<file path="src/rtl/gx_fifo_pkg.sv">
// gx_fifo_pkg: shared FSM states and burst geometry for the GX FIFO burst writer.
package gx_fifo_pkg;
   typedef enum logic [2:0] {IDLE, POP0, POP1, CAP, BEAT0, BEAT1} gxState;
   localparam int BURST_BYTES = 32;
   localparam int BEAT_BYTES  = 16;
   localparam int PTR_ALIGN   = 5;
endpackage

</file>
<file path="src/rtl/gx_fifo_burst_writer_if.sv">
// gx_fifo_burst_writer_if: gather-buffer pop channel and memory write-beat channel.
interface gx_fifo_burst_writer_if #(parameter int ADDR_W = 26);
   logic              gp_full;
   logic              gp_read;
   logic [127:0]      gp_data;
   logic              mem_req;
   logic [ADDR_W-1:0] mem_addr;
   logic [127:0]      mem_wdata;
   logic              mem_last;
   logic              mem_ack;
   modport master (input gp_full, gp_data, mem_ack, output gp_read, mem_req, mem_addr, mem_wdata, mem_last);
   modport slave  (output gp_full, gp_data, mem_ack, input gp_read, mem_req, mem_addr, mem_wdata, mem_last);
endinterface

</file>
<file path="src/rtl/gx_fifo_distance.sv">
// gx_fifo_distance: bytes queued between consumer and producer pointers in a circular FIFO.
module gx_fifo_distance
   import gx_fifo_pkg::*;
#(
   parameter int ADDR_W = 26
) (
   input  logic [ADDR_W-1:0] wrPtr,
   input  logic [ADDR_W-1:0] rdPtr,
   input  logic [ADDR_W-1:0] base,
   input  logic [ADDR_W-1:0] endAddr,
   output logic [ADDR_W-1:0] count
);
   // end is the last slot inclusive, so the ring spans end + one burst - base
   always_comb count = (wrPtr >= rdPtr) ? wrPtr - rdPtr
                     : (endAddr + ADDR_W'(BURST_BYTES) - base) - (rdPtr - wrPtr);
endmodule

</file>
<file path="src/rtl/gx_fifo_burst_writer.sv">
// gx_fifo_burst_writer: drains 32-byte gather lines as two-beat bursts into the GX FIFO ring
// and raises watermark interrupts from the fill level.
module gx_fifo_burst_writer
   import gx_fifo_pkg::*;
#(
   parameter int ADDR_W = 26
) (
   input  logic                   clk,
   input  logic                   resetn,
   gx_fifo_burst_writer_if.master bus,
   input  logic                   cfg_enable,
   input  logic [ADDR_W-1:0]      cfg_base,
   input  logic [ADDR_W-1:0]      cfg_end,
   input  logic [ADDR_W-1:0]      cfg_hiwat,
   input  logic [ADDR_W-1:0]      cfg_lowat,
   input  logic                   cfg_wptr_load,
   input  logic [ADDR_W-1:0]      cfg_wptr_val,
   input  logic [ADDR_W-1:0]      rd_ptr,
   output logic [ADDR_W-1:0]      wr_ptr,
   output logic [ADDR_W-1:0]      fifo_count,
   output logic                   hi_irq,
   output logic                   lo_irq,
   output logic                   busy
);
   gxState            state, nextState;
   logic [127:0]      lineLo, lineHi;
   logic [ADDR_W-1:0] countNext;
   gx_fifo_distance #(.ADDR_W(ADDR_W)) distance (
      .wrPtr  (wr_ptr),
      .rdPtr  (rd_ptr),
      .base   (cfg_base),
      .endAddr(cfg_end),
      .count  (countNext)
   );
   always_ff @(posedge clk) begin
      if (!resetn) begin
         state      <= IDLE;
         wr_ptr     <= '0;
         lineLo     <= '0;
         lineHi     <= '0;
         fifo_count <= '0;
         hi_irq     <= 1'b0;
         lo_irq     <= 1'b0;
      end else begin
         state <= nextState;
         if (state == POP1) lineLo <= bus.gp_data;
         if (state == CAP) lineHi <= bus.gp_data;
         // software may only move the pointer while the writer is idle and disabled
         if (state == IDLE && !cfg_enable && cfg_wptr_load)
            wr_ptr <= cfg_wptr_val & ~ADDR_W'(BURST_BYTES - 1);
         else if (state == BEAT1 && bus.mem_ack)
            wr_ptr <= (wr_ptr == cfg_end) ? cfg_base : wr_ptr + ADDR_W'(BURST_BYTES);
         fifo_count <= countNext;
         hi_irq     <= fifo_count > cfg_hiwat;
         lo_irq     <= fifo_count < cfg_lowat;
      end
   end
   always_comb begin
      nextState     = state;
      bus.gp_read   = state == POP0 || state == POP1;
      bus.mem_req   = state == BEAT0 || state == BEAT1;
      bus.mem_last  = state == BEAT1;
      bus.mem_addr  = bus.mem_last ? wr_ptr + ADDR_W'(BEAT_BYTES) : wr_ptr;
      bus.mem_wdata = bus.mem_last ? lineHi : lineLo;
      busy          = state != IDLE;
      case (state)
         IDLE:    nextState = (cfg_enable && bus.gp_full) ? POP0 : IDLE;
         POP0:    nextState = POP1;
         POP1:    nextState = CAP;
         CAP:     nextState = BEAT0;
         BEAT0:   nextState = bus.mem_ack ? BEAT1 : BEAT0;
         BEAT1:   nextState = bus.mem_ack ? IDLE : BEAT1;
         default: nextState = IDLE;
      endcase
   end
endmodule
</file>
<file path="src/flat_wrapper.sv">
// flat-port wrapper written by rule: the top's interface ports become plain ports
module gx_fifo_burst_writer_flat import gx_fifo_pkg::*;
#(
   parameter int ADDR_W = 26
)
  (clk, resetn, cfg_enable, cfg_base, cfg_end, cfg_hiwat, cfg_lowat, cfg_wptr_load, cfg_wptr_val, rd_ptr, wr_ptr, fifo_count, hi_irq, lo_irq, busy, bus_gp_full, bus_gp_data, bus_mem_ack, bus_gp_read, bus_mem_req, bus_mem_addr, bus_mem_wdata, bus_mem_last);
  gx_fifo_burst_writer_if #(.ADDR_W(ADDR_W)) bus_i ();
  input  logic clk;
  input  logic resetn;
  input  logic cfg_enable;
  input  logic [ADDR_W-1:0] cfg_base;
  input  logic [ADDR_W-1:0] cfg_end;
  input  logic [ADDR_W-1:0] cfg_hiwat;
  input  logic [ADDR_W-1:0] cfg_lowat;
  input  logic cfg_wptr_load;
  input  logic [ADDR_W-1:0] cfg_wptr_val;
  input  logic [ADDR_W-1:0] rd_ptr;
  output logic [ADDR_W-1:0] wr_ptr;
  output logic [ADDR_W-1:0] fifo_count;
  output logic hi_irq;
  output logic lo_irq;
  output logic busy;
  input wire logic [$bits(bus_i.gp_full)-1:0] bus_gp_full;
  input wire logic [$bits(bus_i.gp_data)-1:0] bus_gp_data;
  input wire logic [$bits(bus_i.mem_ack)-1:0] bus_mem_ack;
  output wire logic [$bits(bus_i.gp_read)-1:0] bus_gp_read;
  output wire logic [$bits(bus_i.mem_req)-1:0] bus_mem_req;
  output wire logic [$bits(bus_i.mem_addr)-1:0] bus_mem_addr;
  output wire logic [$bits(bus_i.mem_wdata)-1:0] bus_mem_wdata;
  output wire logic [$bits(bus_i.mem_last)-1:0] bus_mem_last;
  assign bus_i.gp_full = bus_gp_full;
  assign bus_i.gp_data = bus_gp_data;
  assign bus_i.mem_ack = bus_mem_ack;
  assign bus_gp_read = bus_i.gp_read;
  assign bus_mem_req = bus_i.mem_req;
  assign bus_mem_addr = bus_i.mem_addr;
  assign bus_mem_wdata = bus_i.mem_wdata;
  assign bus_mem_last = bus_i.mem_last;
  gx_fifo_burst_writer #(.ADDR_W(ADDR_W)) u_core (.clk(clk), .resetn(resetn), .bus(bus_i), .cfg_enable(cfg_enable), .cfg_base(cfg_base), .cfg_end(cfg_end), .cfg_hiwat(cfg_hiwat), .cfg_lowat(cfg_lowat), .cfg_wptr_load(cfg_wptr_load), .cfg_wptr_val(cfg_wptr_val), .rd_ptr(rd_ptr), .wr_ptr(wr_ptr), .fifo_count(fifo_count), .hi_irq(hi_irq), .lo_irq(lo_irq), .busy(busy));
endmodule
</file>
<file path="config.mk">
export PLATFORM = sky130hd
export DESIGN_NAME = gx_fifo_burst_writer_flat
export DESIGN_NICKNAME = d
export VERILOG_FILES = /design/src/rtl/gx_fifo_pkg.sv /design/src/rtl/gx_fifo_burst_writer_if.sv /design/src/rtl/gx_fifo_distance.sv /design/src/rtl/gx_fifo_burst_writer.sv /design/src/flat_wrapper.sv
export SDC_FILE = /design/constraint.sdc
export NUM_CORES = 1
export LEC_CHECK = 0
export CAP_MARGIN = 15
export CORE_MARGIN = 1.5
export CORE_UTILIZATION = 41
export DETAILED_ROUTE_END_ITERATION = 6
export PLACE_DENSITY_LB_ADDON = 0.12
export SLEW_MARGIN = 0
export SYNTH_ARGS = -nofsm -noshare
export SYNTH_HDL_FRONTEND = slang
export SYNTH_SLANG_ARGS = --single-unit
</file>
<file path="constraint.sdc">
create_clock -name clk -period 5.15 [get_ports clk]
set_input_delay 1.545 -clock clk [delete_from_list [all_inputs] [get_ports clk]]
set_output_delay 1.545 -clock clk [all_outputs]
set_load 0.03 [all_outputs]
</file>
# Word level (Yosys, flattened, before mapping)
# Index checks and enable logic that the tools add are counted.
# word_totals
reg_bits	313
in_bits	290
output_inout_bits	212
word_cells	46
# op_classes
n_addsub	7
order_cmp	3
eq_ne	6
muxes	10
bitwise_logic	1
reduce_logical	11
# op_table
cell	n
26-bit 2-to-1 mux	5
128-bit 2-to-1 mux	1
26-bit subtractor	4
26-bit by 6-bit adder with 26-bit output (second input constant)	2
26-bit by 5-bit adder with 26-bit output (second input constant)	1
26-bit equality test	1
26-bit >= comparator	1
26-bit greater-than comparator	1
26-bit < comparator	1
3-bit one-hot mux with 6 select lines	1
3-bit by 2-bit equality test with 1-bit output (second input constant)	2
3-bit equality test (second input constant)	2
1-bit logical AND	4
3-bit by 1-bit equality test with 1-bit output (second input constant)	1
3-bit logical NOT	1
3-bit 2-to-1 mux	1
3-bit nonzero test	1
1-bit logical OR	2
1-bit 2-to-1 mux	2
2-bit nonzero test	1
2-bit OR reduction	1
1-bit logical NOT	1
1-bit inverter	1

# Logic depth before layout (Yosys ltp)
# Gate-level depths: netlist of the first run.
# depth
ltp_word	4
depth_mapped	18
mapped_depth_nobuf	18

# Cells and area by module
# Synthesis of the first run repeated with hierarchy kept, for this count alone.
# unflattened
hier_cells	2653
hier_area_um2	19930.4
# modules_own_cells
mod	instances	cells_per_inst	area_per_inst_um2	seq_area_each_um2
gx_fifo_burst_writer	1	2082	15438.6	6266.0
gx_fifo_distance	1	571	4491.8	0.0

# Worst setup path after synthesis of the first run
# No wires, ideal clock.
# synth_timing
path_type	input port to flip-flop
startpoint	in cfg_end[2]
endpoint	reg u_core.fifo_count[24]
setup_time_ps	86
arrival_ps	4890
t_required_ps	5064
setup_slack_ps	175
stages	17
n_path_buf	0
cell_sequence	inv_1 fa_1 fa_1 inv_1 ha_1 ha_1 inv_1 fa_1 nor2b_1 o21ai_1 o21ai_1 o21ai_1 o311ai_1 o41ai_1 o21ai_1 xnor2_1 a211oi_1
# synth_between
elab_chain_len	4
# synth_rtl
element	line_no	rtl
start: declaration	flat_wrapper.sv:12	input logic [ADDR_W-1:0] cfg_end;
26-bit by 6-bit adder with 26-bit output	gx_fifo_distance.sv:15	: (endAddr + ADDR_W'(BURST_BYTES) - base) - (rdPtr - wrPtr);
26-bit subtractor (2 in series)	gx_fifo_distance.sv:15	
26-bit 2-to-1 mux	gx_fifo_distance.sv:14	always_comb count = (wrPtr >= rdPtr) ? wrPtr - rdPtr
end signal: assignment	gx_fifo_burst_writer.sv:53	fifo_count <= countNext;
end: declaration	gx_fifo_burst_writer.sv:20	output logic [ADDR_W-1:0] fifo_count,
# Every way passes these cells.
# A chain may end at the register's enable or synchronous reset.

# Final worst setup path of the first run
# layout_timing
startpoint	in cfg_base[7]
endpoint	reg u_core.fifo_count[25]
# layout_between
elab_chain_len	3
# layout_rtl
element	line_no	rtl
start: declaration	flat_wrapper.sv:11	input logic [ADDR_W-1:0] cfg_base;
26-bit subtractor (2 in series)	gx_fifo_distance.sv:15	
26-bit 2-to-1 mux	gx_fifo_distance.sv:14	
# Every way passes these cells.

==> flow_summary.toml, run 1 <==
[sta]
rsz0062_at_grt = "false"
timing.hold.ws_ns = 0.453
relSlewSlack = 0.250
worst_clock_skew_ns = 0.0179
period_needed_ns = 5.00
finalHoldViolations = 0
fmax_mhz = 200
slew_viol_final = 0
setup_viol = 0
max_slew.worst_pin.slew_ns = 1.12
fin_crit_sh = 0.970

[die]
die-area_sq_mm = 0.0473
die_y_microns = 218
initial_utilization = 0.416
io_pins = 502
die_w_microns = 218
num_rows = 78
core_sq_mm = 0.0454

[clock_tree]
root_buffer = "clkbuf_16"
cts_tree = "built"
clock_latency_ns = 0.56
ctsHoldBuffers = 0
htreeDepth = 2
clock_sinks = 313
cts_buffers = 37
clk_pin_slew_ns = 0.06
cts_buffer_depth = 3

[global_routing]
grt_pass1_vias = 19400
grt_usage = 0.287
grt_pass1_wl_microns = 107000
antenna_found_initial = 15
grt_max_degree = 130
overflow = 0

[synthesis]
yosysWarnings = 0
synth_area_sq_mm = 0.0189
synth-seq-cells = 313
yosysSeqAreaShare = 0.332
synthCells = 2589
synth_flop_cell = "dfxtp_1"
syn_nets = 3057
synthAdderAreaFrac = 0.138
synth_edf_count = 0
synthSimpleGateAreaFrac = 0.252
synth_top_family_by_area = "simple AND/OR/NAND/NOR gates"
synth_compound_area_frac = 0.151
synth.distinct_cells = 78
synth_xor_area_frac = 0.0525
async_flop_share = 0
synth_mux_area_frac = 0.00962
syn_avg_cell_area_sq_um = 7.29

[layout]
regArea_sq_mm = 0.00627
area_growth_pct = 40.5
multi_input_area_sq_mm = 0.0116
drive_above_1_share = 0.0829
finalCoreUtilization = 0.584
fillCellCount = 4097
fin_nets = 3562

[run]
drv_cap = 0

[power_and_ir_drop]
clockPowerShare = 0.314
ir_drop_mv = 0.231
total_power_mw = 8.73
switchingPower_mw = 2.98
p_int_mw = 5.75
combPwrFrac = 0.366
p_sw_frac = 0.342
p_leak_nw = 11.3
seqPwrFrac = 0.320
power_density_mw_per_mm2 = 329

[detailed_routing]
wl_met2_microns = 34000
drt_pass1_iterations = 5
drt_iter0_markers = 1456
final_antenna_net_count = 0
top_layer = "met5"
drcViolationCount = 0
wl_met1_microns = 28000
vias = 19200
wl_per_cell_microns = 18.7
wl_met3_microns = 5600
avgViaCountPerCell = 5.15
wirelength_microns = 69800

[placement]
dp_hpwl_microns = 50800
io_buffers = 496
place.gp.congestion = 0.947

[worst_setup_path]
start_kind = "primary input"
worstSetupPathType = "in -> reg"
cp_max_fo = 4
crit_arrival_ns = 5.40
cp_data_required_time_ns = 5.56
end_kind = "register"

[run_status]
status = "completed"

[hold_path]
min_path_type = "reg -> reg"
==> placed cells by master, fill, tap and decap left out, drive strengths merged, types with 7 or more instances in the layout <==
cell	instances
inv	152
nor2	115
clkdlybuf4s50	480
o21ai	40
a21o	32
a221oi	18
a21oi	305
dfxtp	313
a211oi	28
xnor2	59
ha	127
nand4	22
nor4	7
xor2	54
clkbuf	57
fa	51
nand2	958
o21a	7
mux2i	17
nand3	19
nand2b	9
nor3	15
diode	10
buf	137
nor2b	9
==> kinds of logic (layout without fill, tap and decap cells) <==
logic type                 Yosys count  in the layout
adders and majority gates          178            178
and+or+nand+nor                   1183           1183
AOI/OAI and AO/OA                  477            477
buffers and inverters              307            841
DFF                                313            313
xor gates and xnor gates           113            113
other                                0             10
muxes                               18             18
==> registers in the layout, summed over array words and instances (netlist names), named ones only <==
name / cells
u_core.wr_ptr: 21
u_core.lo_irq: 1
u_core.lineLo: 128
u_core.hi_irq: 1
u_core.state: 3
u_core.fifo_count: 26
u_core.lineHi: 128
==> metal layers <==
metal | GRT usage | vias up
met2 | 0.488 | 623
met3 | 0.0777 | 128
met4 | 0.0998 | 10
li1 | - | 9428
met5 | 0 | -
met1 | 0.347 | 9018
==> metrics by stage <==
step / setup TNS (ns) / cells / cell area [sq um] / setup slack, ns
6_report: 0 / 3733 / 26500 / 0.154
3_3_place_gp: -8.00 / 3648 / 25000 / -0.781
3_5_place_dp: -8.48 / 3648 / 25000 / -0.838
4_1_cts: -0.0142 / 3716 / 26300 / -0.0142
2_1_floorplan: 0 / 2589 / 18900 / 0.175
5_1_grt: 0 / 3732 / 26500 / 0.000278
==> worst max-delay path: stages <==
cell and delay [ns]:
clkdlybuf4s50_1 0.52, fa_1 0.57, inv_1 0.05, fa_1 0.46, ha_1 0.31, ha_1 0.27, or4_4 0.52, o22ai_4 0.19
o31ai_4 0.09, a221oi_2 0.25, buf_4 0.17, o211ai_1 0.10, and3_1 0.16, o21ai_1 0.12, a21oi_1 0.08
==> Yosys cell counts, types with 3 or more instances <==
| cell | number | share of area |
|---|---|---|
| o22ai_1 | 4 | 0.0013 |
| o31ai_1 | 4 | 0.0016 |
| buf_6 | 4 | 0.0024 |
| dfxtp_1 | 313 | 0.33 |
| nand2b_1 | 8 | 0.0027 |
| buf_2 | 7 | 0.0019 |
| nor2_1 | 111 | 0.022 |
| or2_1 | 3 | 0.00099 |
| nand4_1 | 22 | 0.0073 |
| nor2b_1 | 9 | 0.0030 |
| o21a_1 | 7 | 0.0028 |
| nor4_1 | 7 | 0.0023 |
| a31oi_1 | 4 | 0.0013 |
| and2_1 | 4 | 0.0013 |
| xnor2_1 | 59 | 0.027 |
| a221oi_1 | 17 | 0.0079 |
| or3_1 | 6 | 0.0020 |
| a21o_1 | 30 | 0.012 |
| ha_1 | 127 | 0.084 |
| clkbuf_1 | 134 | 0.027 |
| o21ai_1 | 9 | 0.0024 |
| o21ai_0 | 30 | 0.0080 |
| inv_1 | 151 | 0.030 |
| buf_1 | 4 | 0.00080 |
| o211ai_1 | 3 | 0.0012 |
| and3_1 | 3 | 0.00099 |
| nand2_1 | 956 | 0.19 |
| nand3_1 | 18 | 0.0048 |
| xor2_1 | 54 | 0.025 |
| buf_4 | 5 | 0.0020 |
| a21oi_1 | 304 | 0.081 |
| a211oi_1 | 26 | 0.010 |
| nor3_1 | 14 | 0.0037 |
| a22oi_1 | 4 | 0.0016 |
| mux2i_1 | 17 | 0.0090 |
| fa_1 | 51 | 0.054 |
==> timing repair <==
action	in CTS	in global routing
gates resized for setup	5	31
endpoints found under the setup margin	8	12
pin swaps	0	24
buffers inserted	0	7
==> area by class of cell <==
type	instances	share of cell area
Multi-Input combinational cell	1969	0.437
Tap cell	600	0.0283
Clock buffer	57	0.0420
Sequential cell	313	0.236
Timing Repair Buffer	622	0.227
Antenna cell	10	0.000944
Inverter	151	0.0218
Clock inverter	11	0.00619
==> path summary, 6_finish.rpt <==
kind,from,slack [ns],end,depth (start not counted)
max,cfg_base[7],0.15,u_core.fifo_count[25],15
min reg2reg,u_core.lineLo[41],0.45,u_core.lineLo[41],2
max reg2reg,register,1.49,u_core.fifo_count[24],17
min,u_core.lineLo[41],0.45,u_core.lineLo[41],2
==> power by group through the flow <==
stage	sequential [mW]	combinational, mW	clock (mW)
finish	2.79	3.20	2.74
global route	2.81	3.50	2.89
CTS	2.79	3.09	2.79
detailed placement	2.85	3.06	0
global placement	2.84	3.03	0
floorplan	2.97	1.60	0
Power figures use the tool's default switching activity.
==> inputs of run 2 (changes only) <==
--- a/config.mk
+++ b/config.mk
@@ -9,6 +9,7 @@
 export CORE_MARGIN = 1.5
 export CORE_UTILIZATION = 41
 export DETAILED_ROUTE_END_ITERATION = 6
+export GPL_ROUTABILITY_DRIVEN = 0
 export PLACE_DENSITY_LB_ADDON = 0.12
 export SLEW_MARGIN = 0
 export SYNTH_ARGS = -nofsm -noshare
==> flow_summary.toml, run 2 (synthesis gave the netlist of run 1 again) <==
[worst_setup_path]
end_kind = "register"
slowest_delay_ns = 0.55
worstSetupPathType = "in -> reg"
path_cells = "clkdlybuf4s50_1, inv_1, fa_1, inv_1, fa_1, ha_1, ha_1, or4_4, o22ai_4, o31ai_2, a221oi_2, o211ai_1, and3_1, o21ai_1, a21oi_1"
start_kind = "primary input"
crit_arrival_ns = 5.46
reg2regPathDepth = 18
rrSetupSlack_ns = 1.48
reg2reg_to = "u_core.fifo_count[22]"
cp_max_fo = 4
cp_slowest_cell = "or4_4"
cp_data_required_time_ns = 5.58

[layout]
final_common_cell = "nand2_1"
fin_nets = 3549
area_growth_pct = 39.7
drive_above_1_share = 0.0798
reg.largest.list = "u_core.lineHi (128), u_core.lineLo (128), u_core.fifo_count (26)"
finalCoreUtilization = 0.581
layout_common_cells = "nand2_1 (955), clkdlybuf4s50_1 (480), dfxtp_1 (313)"

[clock_tree]
htreeDepth = 2
clock_latency_ns = 0.57
clock_sinks = 313
clk_pin_slew_ns = 0.06
cts_buffer_depth = 3
root_buffer = "clkbuf_16"
ctsHoldBuffers = 0
cts_buffers = 38
cts_tree = "built"

[hold_path]
whs_endpoint = "u_core.lineHi[103]"
min_path_type = "reg -> reg"
hold_path_depth = 2
hold_start = "u_core.lineHi[103]"

[sta]
max_slew.worst_pin.slew_ns = 1.12
finalHoldViolations = 0
slew_viol_final = 0
period_needed_ns = 5.02
setup_viol = 0
fmax_mhz = 199
worst_clock_skew_ns = 0.0237
timing.hold.ws_ns = 0.452
relSlewSlack = 0.252
fin_crit_sh = 0.976
layout_setup_ws_ns = 0.126

[detailed_routing]
avgViaCountPerCell = 5.18
wirelength_microns = 67600
drcViolationCount = 0
drt_pass1_iterations = 5
final_antenna_net_count = 0
vias = 19200
drt_iter0_markers = 1452
wl_per_cell_microns = 18.2

[die]
die-area_sq_mm = 0.0473
io_pins = 502
die_w_microns = 218
num_rows = 78
core_sq_mm = 0.0454
die_y_microns = 218
initial_utilization = 0.416

[run_status]
status = "completed"

[placement]
dp_hpwl_microns = 49000
dpl_worst_slack_ns = -0.845
io_buffers = 496

[global_routing]
antenna_found_initial = 12
grt_max_degree = 129
grt_usage = 0.279
grt_pass1_wl_microns = 104000
grt_pass1_vias = 19100
overflow = 0

[power_and_ir_drop]
power_density_mw_per_mm2 = 328
total_power_mw = 8.65
ir_drop_mv = 0.270
p_leak_nw = 11.3

[run]
drv_cap = 0
-- run 2: area by class of cell --
type,instances,area [sq um]
Clock buffer,57,1160
Antenna cell,8,20.0
Fill cell,4181,19000
Sequential cell,313,6270
Multi-Input combinational cell,1969,11600
Clock inverter,10,129
Tap cell,600,751
Timing Repair Buffer,608,5900
Inverter,151,577
-- run 2: worst max-delay path by stage --
stage / startpoint / end / slack, ns / depth (start not counted)
2_1_floorplan: cfg_end[2] / u_core.fifo_count[24] / 0.17 / 17
3_3_place_gp: cfg_end[10] / u_core.fifo_count[25] / -0.78 / 16
3_5_place_dp: cfg_end[10] / u_core.fifo_count[25] / -0.85 / 16
4_1_cts: cfg_end[10] / u_core.fifo_count[25] / -0.06 / 16
5_1_grt: cfg_end[13] / u_core.fifo_count[24] / -0.01 / 17
6_report: cfg_end[6] / u_core.fifo_count[25] / 0.13 / 15
-- run 2: report_power, final --
group | internal [mW] | switching [mW] | leakage, nW
Clock | 1.62 | 1.11 | 0.634
Combinational | 1.45 | 1.68 | 8.08
Sequential | 2.61 | 0.176 | 2.54
Total | 5.68 | 2.97 | 11.3
-- run 2: per-layer routing --
layer / vias to the layer above / track usage / wire (microns)
met5: - / 0 / 64
met4: 10 / 0.131 / 2910
li1: 9389 / - / -
met3: 154 / 0.0794 / 5600
met2: 641 / 0.461 / 31900
met1: 9039 / 0.332 / 27100
-- run 2: what timing repair did --
item	CTS	global route
hold endpoints to repair	0	0
resized for setup	5	31
cloned	0	0
setup buffers	0	4
pin swaps	1	17
setup endpoints to repair	9	12
-- run 2: through the flow --
| stage | instance area [sq um] | instances | setup TNS (ns) |
|---|---|---|---|
| global route | 26400 | 3715 | -0.0211 |
| finish | 26400 | 3716 | 0 |
| CTS | 26200 | 3704 | -0.0571 |
| floorplan | 18900 | 2589 | 0 |
| global placement | 24900 | 3637 | -7.47 |
| detailed placement | 24900 | 3637 | -8.21 |
-- run 2: critical path: cells and delay by family --
kind,cells,cell delay (ns)
fa+ha+maj,4,1.51
compound gates,6,1.02
simple gates,2,0.74
buf+inv,3,0.65
